[src/rtl/uart_instr_fetch.sv]
// Instruction fetch over the shared UART: sends CMD_FETCH and the PC byte, then assembles a 16-bit word from two RX bytes.
// Optional retry/abandon logic is enabled with `define FETCH_TIMEOUT_EN.
module uart_instr_fetch #(
    parameter logic [7:0] CMD_FETCH = 8'h03
`ifdef FETCH_TIMEOUT_EN
    ,
    parameter int TIMEOUT_CYCLES = 100000,
    parameter int MAX_RETRY      = 3
`endif
) (
    input  logic        clk,
    input  logic        reset,
    input  logic        start,
    input  logic        hold,
    input  logic [7:0]  address,
    input  logic        tx_done,
    input  logic        rx_done,
    input  logic [7:0]  rx_data,
    output logic        tx_start,
    output logic [7:0]  tx_data,
    output logic [15:0] instruction,
    output logic        done,
    output logic        busy,
    output logic        error
);

    localparam logic [2:0] S_IDLE      = 3'd0;
    localparam logic [2:0] S_SEND_CMD  = 3'd1;
    localparam logic [2:0] S_WAIT_CMD  = 3'd2;
    localparam logic [2:0] S_SEND_ADDR = 3'd3;
    localparam logic [2:0] S_WAIT_ADDR = 3'd4;
    localparam logic [2:0] S_RX_HI     = 3'd5;
    localparam logic [2:0] S_RX_LO     = 3'd6;
    localparam logic [2:0] S_DONE      = 3'd7;

    logic [2:0] state_r;
    logic [7:0] addr_r;
    logic [7:0] shadow_r;

`ifdef FETCH_TIMEOUT_EN
    localparam int TW = $clog2(TIMEOUT_CYCLES + 1);
    localparam int RW = $clog2(MAX_RETRY + 2);

    logic [TW-1:0] tmo_cnt_r;
    logic [RW-1:0] retry_r;
    logic          in_wait_s;
    logic          accept_s;
    logic          timeout_s;

    // Classify the current cycle: waiting, progress accepted, or timed out.
    always_comb begin
        in_wait_s = 1'b0;
        accept_s  = 1'b0;
        case (state_r)
            S_WAIT_CMD, S_WAIT_ADDR: begin
                in_wait_s = 1'b1;
                accept_s  = tx_done;
            end
            S_RX_HI, S_RX_LO: begin
                in_wait_s = 1'b1;
                accept_s  = rx_done;
            end
            default: begin
                in_wait_s = 1'b0;
                accept_s  = 1'b0;
            end
        endcase
        timeout_s = in_wait_s && !accept_s && (tmo_cnt_r == TW'(TIMEOUT_CYCLES - 1));
    end

    // Progress timer: zero outside wait states, on progress and on expiry.
    always_ff @(posedge clk) begin
        if (reset) begin
            tmo_cnt_r <= {TW{1'b0}};
        end else if (!in_wait_s || accept_s || timeout_s) begin
            tmo_cnt_r <= {TW{1'b0}};
        end else begin
            tmo_cnt_r <= tmo_cnt_r + TW'(1);
        end
    end
`endif

    // Fetch sequencer; every output is a register.
    always_ff @(posedge clk) begin
        if (reset) begin
            state_r     <= S_IDLE;
            addr_r      <= 8'h00;
            shadow_r    <= 8'h00;
            tx_start    <= 1'b0;
            tx_data     <= 8'h00;
            instruction <= 16'h0000;
            done        <= 1'b0;
            busy        <= 1'b0;
            error       <= 1'b0;
`ifdef FETCH_TIMEOUT_EN
            retry_r     <= {RW{1'b0}};
`endif
        end else begin
            tx_start <= 1'b0;
            done     <= 1'b0;
            case (state_r)
                S_IDLE: begin
                    if (start && !hold) begin
                        addr_r   <= address;
                        error    <= 1'b0;
                        busy     <= 1'b1;
                        tx_start <= 1'b1;
                        tx_data  <= CMD_FETCH;
                        state_r  <= S_SEND_CMD;
`ifdef FETCH_TIMEOUT_EN
                        retry_r  <= {RW{1'b0}};
`endif
                    end
                end
                S_SEND_CMD:  state_r <= S_WAIT_CMD;
                S_WAIT_CMD: begin
                    if (tx_done) begin
                        tx_start <= 1'b1;
                        tx_data  <= addr_r;
                        state_r  <= S_SEND_ADDR;
                    end
                end
                S_SEND_ADDR: state_r <= S_WAIT_ADDR;
                S_WAIT_ADDR: begin
                    if (tx_done) begin
                        state_r <= S_RX_HI;
                    end
                end
                S_RX_HI: begin
                    if (rx_done) begin
                        shadow_r <= rx_data;
                        state_r  <= S_RX_LO;
                    end
                end
                S_RX_LO: begin
                    if (rx_done) begin
                        instruction <= {shadow_r, rx_data};
                        done        <= 1'b1;
                        state_r     <= S_DONE;
                    end
                end
                S_DONE: begin
                    busy    <= 1'b0;
                    state_r <= S_IDLE;
                end
                default: state_r <= S_IDLE;
            endcase
`ifdef FETCH_TIMEOUT_EN
            // Expiry overrides the case above: resend from the command byte or give up.
            if (timeout_s) begin
                shadow_r <= 8'h00;
                if (retry_r < RW'(MAX_RETRY)) begin
                    retry_r  <= retry_r + RW'(1);
                    tx_start <= 1'b1;
                    tx_data  <= CMD_FETCH;
                    state_r  <= S_SEND_CMD;
                end else begin
                    error    <= 1'b1;
                    done     <= 1'b1;
                    state_r  <= S_DONE;
                end
            end
`endif
        end
    end

endmodule
[config.mk]
export PLATFORM = sky130hd
export DESIGN_NAME = uart_instr_fetch
export DESIGN_NICKNAME = d
export VERILOG_FILES = /design/src/rtl/uart_instr_fetch.sv
export SDC_FILE = /design/constraint.sdc
export NUM_CORES = 1
export LEC_CHECK = 0
export ABC_AREA = 1
export ABC_CLOCK_PERIOD_IN_PS = 1450
export BUFFER_PORTS_ARGS = -buffer_cell sky130_fd_sc_hd__buf_4
export CORE_UTILIZATION = 50
export CTS_BUF_LIST = sky130_fd_sc_hd__clkbuf_8 sky130_fd_sc_hd__clkbuf_16
export DETAILED_ROUTE_END_ITERATION = 16
export PLACE_DENSITY_LB_ADDON = 0.2
export SYNTH_ARGS = -nofsm -noshare
export SYNTH_HDL_FRONTEND = slang
export SYNTH_SLANG_ARGS = --single-unit
[constraint.sdc]
create_clock -name clk -period 1.45 [get_ports clk]
set_input_delay 0.0725 -clock clk [delete_from_list [all_inputs] [get_ports clk]]
set_output_delay 0.0725 -clock clk [all_outputs]
set_load 0.1 [all_outputs]
## After elaboration in Yosys (flattened, before gate mapping)

Index checks and enable logic that the tools add are counted.

| cells by class | value |
|---|---|
| $lt $le $gt $ge | 0 |
| multiply operators | 0 |
| add/sub/neg operators | 0 |
| multiplexer cells | 15 |
| divide/modulo/power cells | 0 |
| equal/unequal tests | 12 |
| reduce and logical (&&, ||, !) cells | 12 |
| shifts and indexed selects | 0 |
| bitwise gates (word level) | 1 |

Operators by type and width:

| operator | count |
|---|---|
| case mux 3 bit (8 select lines) | 1 |
| two-way mux 8 bit | 2 |
| case mux 8 bit (2 select lines) | 1 |
| two-way mux 3 bit | 5 |
| equality test 3 bit, second input constant | 4 |
| != test 2 bit, second input constant | 5 |
| AND reduction 2 bit | 4 |
| equality test 3 x 2 -> 1 bit, second input constant | 2 |
| AND reduction 5 bit | 1 |
| two-way mux 1 bit | 4 |
| case mux 1 bit (2 select lines) | 2 |
| nonzero test 2 bit | 2 |
| equality test 3 x 1 -> 1 bit, second input constant | 1 |
| zero test 3 bit | 1 |
| AND reduction 3 bit | 1 |
| OR reduction 2 bit | 1 |
| logical AND 1 bit | 1 |
| zero test 1 bit | 1 |
| NOT 1 bit | 1 |

| word-level totals | value |
|---|---|
| memories | 0 |
| word-level logic and storage cells | 48 |
| latch bits | 0 |
| flip-flop bits (word level) | 46 |
| bits in read-only memories | 0 |
| RAM bits | 0 |

## Depth between registers and ports, before layout

| logic depth | value |
|---|---|
| depth after elaboration | 4 |
| gate-level depth with buffers | 9 |

## Least setup slack after synthesis

OpenSTA, ideal clock, no wires.

| timing | value |
|---|---|
| kind | flip-flop to flip-flop |
| from | reg busy (netlist name) |
| to | reg busy |
| clock period less this slack | 1.347 ns |
| slack | 0.103 ns |
| data required time | 1.379 ns |
| data arrival time | 1.276 ns |
| buffers on the path | 0 |
| cell stages (with the launch flop) | 3 |
| cell sequence | dfxtp_1 > o21ai_0 > a21oi_1 |

RTL lines:

| item | RTL line | text |
|---|---|---|
| to (signal assigned) | 93 | `busy <= 1'b0;` |
| to (signal assigned) | 106 | `busy <= 1'b1;` |
| to (signal assigned) | 143 | `busy <= 1'b0;` |
| to (decl) | 23 | `output logic busy,` |

## Final worst setup path

| timing | value |
|---|---|
| from | reg state_r[0] |
| to | reg state_r[0] |

| between the ends | value |
|---|---|
| word-level cells in the longest chain between the ends | 3 |
| elaborated cells between the ends (all ways) | 15 |
| those cells by class | 12 x eq/ne; 1 x mux; 2 x reduce/logical |

Ends and longest elaborated chain:

| item | RTL line | text |
|---|---|---|
| from (decl) | 36 | `logic [2:0] state_r;` |
| from (signal assigned) | 86 | `state_r <= S_IDLE;` |
| from (signal assigned) | 109 | `state_r <= S_SEND_CMD;` |
| from (signal assigned) | 115 | `S_SEND_CMD: state_r <= S_WAIT_CMD;` |
| equality test 3 bit (tied with other cells) | 101 | `case (state_r)` |
| != test 2 bit (no line) | - |  |
| AND reduction 5 bit (no line) | - |  |

Parallel ways exist; a longest one is shown, timed or not.
A chain may end at the register's enable or synchronous reset.

==> metrics.txt <==
Min-Delay Path Class in2reg; P&R area growth vs syn 32.5%; Worst VDD drop 0.761 mV; residual DRC count 0; I/O Buffers 48; YS warnings 0; first-pass GRT wire length 5610 um; Die ar. 0.00373 mm2; initial core utilization 52.3%; CP delay by family, top simple AND/OR/NAND/NOR gates; largest fanout on the critical path 6; Syn Inst Count 226; share of post-route cells with drive strength above 1 26.9%; Core ar. 0.00334 mm2; Net Sw Frac 41.1%; Post-Syn Area 0.00174 mm2; number of diodes 0; drt initial violations 75; Max stage delay cell, worst path dfxtp_1; RePlAce Congestion 0.800; XOR/XNOR Fraction of Synth Area 0%; Root Buffer clkbuf_8; Synth Area in Compound Gates 15.5%; simple-gate portion of the synthesized area 25.4%; total number of vias 1627; IO Pins 50; net switching power 1.63 mW; register area 921 um2; Area contributors post-synth dfxtp_1 53%, nor2_1 16%, o21ai_0 11%; cts bufs inserted 5; initial antenna violation count 0; vias in the first global route 1312; Synth Register Bits 46; final setup margin 0.0943 ns; Net Count, Synth 248; # nets final 304; Adder-Cell Fraction of Synth Area 0%; Pwr Density 1710 mW/mm2; worst-path cell chain buf_4 -> nor2_1 -> nand2_1 -> nand2_1 -> nand2_1 -> a21oi_1 -> nor2_1; die extent in y 61.1 um; final worst path period need 1.36 ns; DRT Pass-1 Iters 4; largest net degree at the start of global routing 19; top cell type's share of synthesized area 52.8%; Final Cycle Share 93.5%; clock slew at reported path FFs 0.08 ns; Buf+Inv Stages, Crit Path 1; Slew Viols, Final 0; main combinational cell family by area after synthesis simple AND/OR/NAND/NOR gates; crit path kind reg2reg; Setup crit end kind flip-flop; clock group share of total power 23.2%; static leakage 1.07 nW; Final ANT Viol Nets 0; hpwl dp 2550 um; Cell variety after synth 20; Flop pwr share 38.9%; status finished clean; Via density 4.95; TritonCTS clock tree done; DR WL/cell 11.4 um; Setup TNS Final 0 ns; CTS Buffer Depth 2; worst endpoint required time 1.64 ns; Worst Clk Skew 0.00518 ns; final setup violating endpoints 0; maxcap violations 0; Arrival @ worst endpoint 1.54 ns; sequential-to-total area share from yosys stat 52.8%; fmax 738 MHz; cell taking the most area after synthesis dfxtp_1; GRT Residual Overflow 0; internal power 2.33 mW; Comb pwr share 37.8%; area of the multi-input gates 734 um2; final wirelength 3760 um; Clock Sinks 46; Final Hold Viols 0; worst skew pair latency 0.30 ns; H-tree depth 2; dpl ws 0.0482 ns; synthesized area per cell 7.72 um2; most used cell, CP nand2_1; Die Wd 61.1 um; GRT Total Usage 20.7%; slowest cell delay on critical path 0.38 ns; post-synthesis mux area share 0%; # fillers 302; CP Launch Type flip-flop; row cnt 21
Yosys cell counts:
cell type and instances:
a22oi_1 4, a21oi_1 6, clkbuf_1 5, conb_1 1, nor2_1 74, nand2_4 1
buf_6 1, nand2_1 17, buf_4 2, o21ai_1 2, nand3_1 6, nor3_4 1
dfxtp_1 46, nand4_4 1, buf_2 1, o21ai_0 40, nand2_2 2, nor3_2 1
inv_2 3, inv_1 12
metrics by stage:
stage | cells | utilization (%) | hold slack (ns) | total power [mW] | area, um2
2_1_floorplan | 226 | - | 0.142 | 2.69 | 1740
3_3_place_gp | 317 | 64.6 | 0.269 | 2.97 | 2160
3_5_place_dp | 317 | 64.6 | 0.262 | 3.00 | 2160
4_1_cts | 327 | 68.5 | 0.00698 | 3.92 | 2290
5_1_grt | 329 | 69.3 | 0.00796 | 4.16 | 2310
6_report | 329 | 69.3 | 0.00921 | 3.96 | 2310
cell families (layout without fill, tap and decap cells):
kind of cell / after synthesis / count (layout)
buffers and inverters: 24 / 80
AO/OA/AOI/OAI: 52 / 52
other: 1 / 1
flip-flops: 46 / 46
AND/OR/NAND/NOR: 103 / 104
power by group through the flow:
stage          clock [mW]  combinational, mW  sequential (mW)
6_report            0.919               1.50             1.54
5_1_grt             0.994               1.60             1.56
4_1_cts             0.933               1.45             1.53
3_5_place_dp            0               1.44             1.56
3_3_place_gp            0               1.41             1.56
2_1_floorplan           0              0.600             2.09
path summary, 6_finish.rpt:
check,slack [ns],cells after the start,end,start
setup / recovery,0.09,7,state_r[0],state_r[0]
hold / removal,0.009,3,shadow_r[6],rx_data[6]
setup reg to reg,0.09,7,state_r[0],state_r[0]
hold reg to reg,0.46,2,tx_data[6],addr_r[6]
cell type report:
type                       instances  share of cell area (%)
inverter                          15                    2.44
tap                               46                    2.49
timing repair buffer              57                    18.7
clock buffer                       5                    2.98
multi-input combinational        157                    31.8
sequential                        46                    39.8
clock inverter                     3                    1.73
repair_timing:
action	4_1_cts	5_1_grt
setup buffers	0	1
hold buffers	2	0
resized for setup	0	6
hold endpoints to repair	3	0
endpoints found under the setup margin	0	23
placed cells by master, fill, tap and decap left out, types with 3 or more instances in the layout:
master / netlist / routed
a21oi_1: 6 / 6
a22oi_1: 4 / 4
buf_4: 2 / 55
clkbuf_8: 0 / 5
dfxtp_1: 46 / 46
inv_1: 12 / 11
inv_2: 3 / 4
nand2_1: 17 / 16
nand2_2: 2 / 3
nand3_1: 6 / 6
nor2_1: 74 / 73
o21ai_0: 40 / 37
o21ai_1: 2 / 5
sequential cells by signal (all words and copies together), names as in the netlist:
name	flops
addr_r	8
busy	1
done	1
instruction	16
shadow_r	8
state_r	3
tx_data	8
tx_start	1
tightest hold or removal path, stage by stage:
cell	delay [ns]
buf_4	0.08
nor2_1	0.04
nor2_1	0.08
routing by layer:
metal / wire length [um] / up-vias / share of wire, % / global-route usage (%)
met5: 0 / - / 0 / 0
met4: 57 / 0 / 1.5 / 8.77
met3: 163 / 5 / 4.3 / 5.04
met2: 1790 / 43 / 48 / 33.7
met1: 1750 / 739 / 47 / 26.4
li1: - / 840 / - / -
Power figures use the tool's default switching activity.
